**src/rtl/rf_wb_arbiter_if.sv**
```systemverilog
// Writeback bus between the two writeback sources and the register file write port.
// Parameters must match those of the rf_wb_arbiter instance it connects to.
interface rf_wb_arbiter_if #(
  parameter int unsigned DEPTH = 4,
  parameter int unsigned AW    = 5,
  parameter int unsigned DW    = 32
);
  localparam int unsigned CW = $clog2(DEPTH) + 1;

  logic          s0_valid;
  logic          s0_ready;
  logic [AW-1:0] s0_addr;
  logic [DW-1:0] s0_data;

  logic          s1_valid;
  logic          s1_ready;
  logic [AW-1:0] s1_addr;
  logic [DW-1:0] s1_data;

  logic          we;
  logic [AW-1:0] wa;
  logic [DW-1:0] wd;
  logic [CW-1:0] s0_count;
  logic [CW-1:0] s1_count;
  logic          idle;

  modport master (
    output s0_valid, s0_addr, s0_data,
    output s1_valid, s1_addr, s1_data,
    input  s0_ready, s1_ready,
    input  we, wa, wd, s0_count, s1_count, idle
  );

  modport slave (
    input  s0_valid, s0_addr, s0_data,
    input  s1_valid, s1_addr, s1_data,
    output s0_ready, s1_ready,
    output we, wa, wd, s0_count, s1_count, idle
  );
endinterface

```
**src/rtl/rf_wb_arbiter.sv**
```systemverilog
// Two-source writeback arbiter: per-source FIFOs feeding a registered register-file write port.
// Define WB_RR_EN for round-robin on contention; default is fixed priority (source 0 wins).
module rf_wb_arbiter #(
  parameter int unsigned DEPTH = 4,
  parameter int unsigned AW    = 5,
  parameter int unsigned DW    = 32
) (
  input logic           clk,
  input logic           rst,
  rf_wb_arbiter_if.slave bus
);
  localparam int unsigned PW = $clog2(DEPTH);
  localparam int unsigned CW = PW + 1;
  localparam int unsigned EW = AW + DW;

  typedef enum logic {SRC0 = 1'b0, SRC1 = 1'b1} src_e;

  logic [EW-1:0] mem_q  [2][DEPTH];
  logic [PW-1:0] wptr_q [2];
  logic [PW-1:0] wptr_d [2];
  logic [PW-1:0] rptr_q [2];
  logic [PW-1:0] rptr_d [2];
  logic [CW-1:0] cnt_q  [2];
  logic [CW-1:0] cnt_d  [2];

  logic          vld    [2];
  logic [AW-1:0] addr   [2];
  logic [DW-1:0] data   [2];
  logic          ready  [2];
  logic          nempty [2];
  logic          push   [2];
  logic          pop    [2];
  logic [EW-1:0] head   [2];

  src_e          last_q, last_d;
  src_e          gnt;
  logic          gnt_vld;
  logic [EW-1:0] sel;

  logic          we_q, we_d;
  logic [AW-1:0] wa_q, wa_d;
  logic [DW-1:0] wd_q, wd_d;

  assign vld[0]  = bus.s0_valid;
  assign vld[1]  = bus.s1_valid;
  assign addr[0] = bus.s0_addr;
  assign addr[1] = bus.s1_addr;
  assign data[0] = bus.s0_data;
  assign data[1] = bus.s1_data;

  // Ready looks only at occupancy: a full FIFO refuses even when it pops this cycle.
  always_comb begin
    for (int unsigned s = 0; s < 2; s++) begin
      nempty[s] = (cnt_q[s] != '0);
      ready[s]  = !rst && (cnt_q[s] != CW'(DEPTH));
      push[s]   = vld[s] && ready[s] && (addr[s] != '0);
      head[s]   = mem_q[s][rptr_q[s]];
    end
  end

  always_comb begin
    gnt_vld = nempty[0] || nempty[1];
    gnt     = SRC0;
`ifdef WB_RR_EN
    if (nempty[0] && nempty[1]) begin
      gnt = (last_q == SRC0) ? SRC1 : SRC0;
    end else if (nempty[1]) begin
      gnt = SRC1;
    end
`else
    if (!nempty[0] && nempty[1]) begin
      gnt = SRC1;
    end
`endif
  end

  always_comb begin
    pop[0] = gnt_vld && (gnt == SRC0);
    pop[1] = gnt_vld && (gnt == SRC1);
    for (int unsigned s = 0; s < 2; s++) begin
      wptr_d[s] = push[s] ? wptr_q[s] + PW'(1) : wptr_q[s];
      rptr_d[s] = pop[s]  ? rptr_q[s] + PW'(1) : rptr_q[s];
      cnt_d[s]  = cnt_q[s] + CW'(push[s]) - CW'(pop[s]);
    end
  end

  always_comb begin
    sel    = (gnt == SRC1) ? head[1] : head[0];
    last_d = last_q;
    we_d   = gnt_vld;
    wa_d   = wa_q;
    wd_d   = wd_q;
    if (gnt_vld) begin
      last_d = gnt;
      wa_d   = sel[EW-1:DW];
      wd_d   = sel[DW-1:0];
    end
  end

  always_ff @(posedge clk or posedge rst) begin
    if (rst) begin
      for (int unsigned s = 0; s < 2; s++) begin
        wptr_q[s] <= '0;
        rptr_q[s] <= '0;
        cnt_q[s]  <= '0;
      end
      last_q <= SRC1;
      we_q   <= 1'b0;
      wa_q   <= '0;
      wd_q   <= '0;
    end else begin
      for (int unsigned s = 0; s < 2; s++) begin
        wptr_q[s] <= wptr_d[s];
        rptr_q[s] <= rptr_d[s];
        cnt_q[s]  <= cnt_d[s];
      end
      last_q <= last_d;
      we_q   <= we_d;
      wa_q   <= wa_d;
      wd_q   <= wd_d;
    end
  end

  // Storage needs no reset: pointers and counts alone define valid contents.
  always_ff @(posedge clk) begin
    for (int unsigned s = 0; s < 2; s++) begin
      if (push[s]) begin
        mem_q[s][wptr_q[s]] <= {addr[s], data[s]};
      end
    end
  end

  assign bus.s0_ready = ready[0];
  assign bus.s1_ready = ready[1];
  assign bus.s0_count = cnt_q[0];
  assign bus.s1_count = cnt_q[1];
  assign bus.we       = we_q;
  assign bus.wa       = wa_q;
  assign bus.wd       = wd_q;
  assign bus.idle     = !nempty[0] && !nempty[1] && !we_q;
endmodule

```
**src/flat_wrapper.sv**
```systemverilog
// flat-port wrapper written by rule: the top's interface ports become plain ports
module rf_wb_arbiter_flat 
#(
  parameter int unsigned DEPTH = 4,
  parameter int unsigned AW    = 5,
  parameter int unsigned DW    = 32
)
  (clk, rst, bus_s0_valid, bus_s0_addr, bus_s0_data, bus_s1_valid, bus_s1_addr, bus_s1_data, bus_s0_ready, bus_s1_ready, bus_we, bus_wa, bus_wd, bus_s0_count, bus_s1_count, bus_idle);
  rf_wb_arbiter_if #(.DEPTH(DEPTH), .AW(AW), .DW(DW)) bus_i ();
  input logic clk;
  input logic rst;
  input wire logic [$bits(bus_i.s0_valid)-1:0] bus_s0_valid;
  input wire logic [$bits(bus_i.s0_addr)-1:0] bus_s0_addr;
  input wire logic [$bits(bus_i.s0_data)-1:0] bus_s0_data;
  input wire logic [$bits(bus_i.s1_valid)-1:0] bus_s1_valid;
  input wire logic [$bits(bus_i.s1_addr)-1:0] bus_s1_addr;
  input wire logic [$bits(bus_i.s1_data)-1:0] bus_s1_data;
  output wire logic [$bits(bus_i.s0_ready)-1:0] bus_s0_ready;
  output wire logic [$bits(bus_i.s1_ready)-1:0] bus_s1_ready;
  output wire logic [$bits(bus_i.we)-1:0] bus_we;
  output wire logic [$bits(bus_i.wa)-1:0] bus_wa;
  output wire logic [$bits(bus_i.wd)-1:0] bus_wd;
  output wire logic [$bits(bus_i.s0_count)-1:0] bus_s0_count;
  output wire logic [$bits(bus_i.s1_count)-1:0] bus_s1_count;
  output wire logic [$bits(bus_i.idle)-1:0] bus_idle;
  assign bus_i.s0_valid = bus_s0_valid;
  assign bus_i.s0_addr = bus_s0_addr;
  assign bus_i.s0_data = bus_s0_data;
  assign bus_i.s1_valid = bus_s1_valid;
  assign bus_i.s1_addr = bus_s1_addr;
  assign bus_i.s1_data = bus_s1_data;
  assign bus_s0_ready = bus_i.s0_ready;
  assign bus_s1_ready = bus_i.s1_ready;
  assign bus_we = bus_i.we;
  assign bus_wa = bus_i.wa;
  assign bus_wd = bus_i.wd;
  assign bus_s0_count = bus_i.s0_count;
  assign bus_s1_count = bus_i.s1_count;
  assign bus_idle = bus_i.idle;
  rf_wb_arbiter #(.DEPTH(DEPTH), .AW(AW), .DW(DW)) u_core (.clk(clk), .rst(rst), .bus(bus_i));
endmodule
```
**config.mk**
```make
export PLATFORM = sky130hd
export DESIGN_NAME = rf_wb_arbiter_flat
export DESIGN_NICKNAME = d
export VERILOG_FILES = /design/src/rtl/rf_wb_arbiter_if.sv /design/src/rtl/rf_wb_arbiter.sv /design/src/flat_wrapper.sv
export SDC_FILE = /design/constraint.sdc
export NUM_CORES = 1
export LEC_CHECK = 0
export BUFFER_PORTS_ARGS = -buffer_cell sky130_fd_sc_hd__buf_2
export CAP_MARGIN = 5
export CORE_MARGIN = 2
export CORE_UTILIZATION = 34
export DETAILED_ROUTE_END_ITERATION = 16
export SYNTH_ARGS = -nofsm -noshare
export SYNTH_HDL_FRONTEND = slang
export SYNTH_SLANG_ARGS = --single-unit
export TNS_END_PERCENT = 50
```
**constraint.sdc**
```tcl
create_clock -name clk -period 3.2 [get_ports clk]
set_clock_uncertainty 0.2 [all_clocks]
set_input_delay 0.16 -clock clk [delete_from_list [all_inputs] [get_ports clk]]
set_output_delay 0.16 -clock clk [all_outputs]
set_load 0.05 [all_outputs]
```
==> results.sh <==
export IMPL_routed_wl_mm=28.2
export IMPL_drt_initial_drc_count=475
export IMPL_fillers=3435
export IMPL_gr_total_overflow=0
export IMPL_grt_setup_unrepaired="no"
export IMPL_relSlewSlack_pct=45.2
export IMPL_via_per_inst=4.69
export IMPL_ys_warnings_count=0
export IMPL_drive_gt1_share_pct=31.3
export IMPL_cts_tree="yes"
export IMPL_ys_ff_latch=348
export IMPL_setup_viol=0
export IMPL_final_common_cell="edfxtp_1"
export IMPL_h_tree_depth=2
export IMPL_clock_sinks=348
export IMPL_leakage_nw=5.91
export IMPL_place_inst=1296
export IMPL_synthCells=665
export IMPL_place_ws_ps=422
export IMPL_route_detailed_drc=0
export IMPL_multiInputGateArea_mm2=0.00280
export IMPL_synth_cell_type_count=27
export IMPL_drv_cap=0
export IMPL_min_path_type="input port to register"
export IMPL_die_h_um=201
export IMPL_grt_pass1_vias=7215
export IMPL_firstDrtPassIters=4
export IMPL_synth_cell_area_mm2=0.0132
export IMPL_post_synth_cell_area_avg_um2=19.8
export IMPL_die_area_mm2=0.0403
export IMPL_tightest_slew_ps=820
export IMPL_period_needed_ps=2770
export IMPL_postRouteAntennaNets=0
export IMPL_grt_max_degree=40
export IMPL_final_cell_mix="edfxtp_1 (296), buf_2 (124), dlygate4sd3_1 (77)"
export IMPL_timing_setup_tns_ps=0
export IMPL_dp_hpwl_mm=18.1
export IMPL_max_clock_path_buffers=3
export IMPL_min_period_over_period_pct=86.4
export IMPL_synthFlopType="edfxtp_1"
export IMPL_place_gp_congestion=0.775
export IMPL_clkSlewWorstSetupHoldPaths_ps=60
export IMPL_power_density_mw_per_mm2=919
export IMPL_critPathCaptureType="register"
export IMPL_critPathRequiredTime_ps=3400
export IMPL_via_count=6740
export IMPL_vdd_drop_max_mv=0.837
export IMPL_critPathLaunchType="register"
export IMPL_die_w_um=201
export IMPL_core_area_mm2=0.0385
export IMPL_slew_violations=0
export IMPL_fin_hold_ws_ps=196
export IMPL_nNetsFinal=984
export IMPL_synthTopCellsByArea="edfxtp_1 (67%), mux4_2 (13%), dfrtp_1 (9.9%)"
export IMPL_grt_usage_pct=14.2
export IMPL_rows=72
export IMPL_status="finished clean"
export IMPL_antenna_found_initial=0
export IMPL_final_cells=1437
export IMPL_critPathKind="register to register"
export IMPL_setup_slack_ps=434
export IMPL_critPathMaxFanout=22
export IMPL_arrival_ps=2960
export IMPL_synth_nets=757
export IMPL_num_io_pins=125
export IMPL_yosysTopAreaCell="edfxtp_1"
export IMPL_numCtsBuffers=35
export IMPL_syn2layout_area_growth_pct=25.4
export IMPL_start_util_pct=34.3
export IMPL_synth_top_area_share_pct=67.5
export IMPL_async_flop_share_pct=14.9
export IMPL_grt_pass1_wl_mm=43.2
export IMPL_wl_per_cell_um=19.6
export IMPL_max_freq_mhz=362
export IMPL_cts_root_buf="clkbuf_16"
export IMPL_insertion_delay_ps=520
export IMPL_final_hold_violation_count=0
export IMPL_synth_edff_count=296
export IMPL_register_area_mm2=0.0102
export IMPL_io_buffers=124
export IMPL_seq_area_frac_synth_pct=77.3
what timing repair did:
item	CTS	global route
gates resized for setup	0	0
hold buffers	77	0
endpoints found under the hold margin	337	0
buffers inserted	0	0
where the power goes:
group	switching [mW]	leakage, nW	internal (mW)
clock network	1.64	0.591	2.59
registers	0.417	3.28	5.71
logic	3.05	2.03	1.80
total	5.10	5.91	10.1
stage by stage:
step	util, %	area, µm²	power (mW)
floorplan	-	13200	9.62
CTS	43.0	16500	15.4
global route	43.0	16500	16.0
detailed placement	37.8	14600	11.1
finish	43.0	16500	15.2
global placement	37.8	14600	11.0
final timing paths:
kind	slack (ps)	from	to	depth (start not counted)
setup reg to reg	430	u_core.bus.s0_count[1]$_DFF_PP0_	u_core.bus.s1_count[2]$_DFF_PP0_	9
min in group asynchronous	220	rst	u_core.wptr_q[3]$_DFFE_PP0P_	3
hold / removal	200	bus_s0_data[18]	u_core.mem_q[0][55]$_DFFE_PP_	2
setup / recovery	430	u_core.bus.s0_count[1]$_DFF_PP0_	u_core.bus.s1_count[2]$_DFF_PP0_	9
max in group asynchronous	1850	rst	u_core.bus.wd[0]$_DFFE_PP0P_	4
hold reg to reg	360	u_core.bus.wa[0]$_DFFE_PP0P_	u_core.bus.wa[0]$_DFFE_PP0P_	2
cell usage after synthesis (2+ instances only):
| master | instances |
|---|---|
| inv_1 | 14 |
| a21oi_1 | 75 |
| nor2_1 | 40 |
| or3_1 | 2 |
| edfxtp_1 | 296 |
| fa_1 | 2 |
| dfrtp_1 | 52 |
| buf_4 | 2 |
| mux4_2 | 74 |
| and2_2 | 4 |
| buf_2 | 15 |
| nand2_1 | 40 |
| and2_1 | 4 |
| xnor2_1 | 9 |
| buf_6 | 2 |
| ha_1 | 12 |
| clkbuf_1 | 12 |
logic make-up (layout without fill, tap and decap cells):
logic type                 after synthesis  after routing  synth area share [%]
muxes                                   76             76                  12.8
DFF                                    348            348                  77.3
adders and majority gates               14             14                  1.44
AOI/OAI and AO/OA                       78             78                  3.10
other                                    0              1                     0
buffers and inverters                   46            299                  1.62
xor gates and xnor gates                10             10                 0.665
and+or+nand+nor                         93             93                  2.99
state kept, by name (all words and copies together), names as in the netlist:
name                 flops
u_core.mem_q           296
u_core.bus.wd           32
u_core.bus.wa            5
u_core.rptr_q            4
u_core.wptr_q            4
u_core.bus.s0_count      3
u_core.bus.s1_count      3
u_core.bus.we            1
routing by layer:
layer	wire length [µm]	up-vias	track usage, %	part of all wire [%]
li1	-	3070	-	-
met1	12600	3471	19.5	45
met2	13800	163	23.4	49
met3	1400	36	2.78	5.0
met4	420	0	3.17	1.5
met5	0	-	0	0
worst max-delay path: stages, from the launching register on:
cell,delay (ps)
dfrtp_1,490
nor3_4,60
inv_1,520
nor2_1,190
ha_1,320
inv_1,40
ha_1,180
fa_1,380
xnor2_1,150
xnor2_1,130
area by class of cell:
class	count	share of cell area (%)
Sequential cell	348	61.7
Multi-Input combinational cell	271	16.9
Timing Repair Buffer	222	9.90
Clock buffer	50	6.32
Tap cell	518	3.92
Clock inverter	13	0.954
Inverter	14	0.318
Antenna cell	1	0.0151
Power figures use the tool's default switching activity.
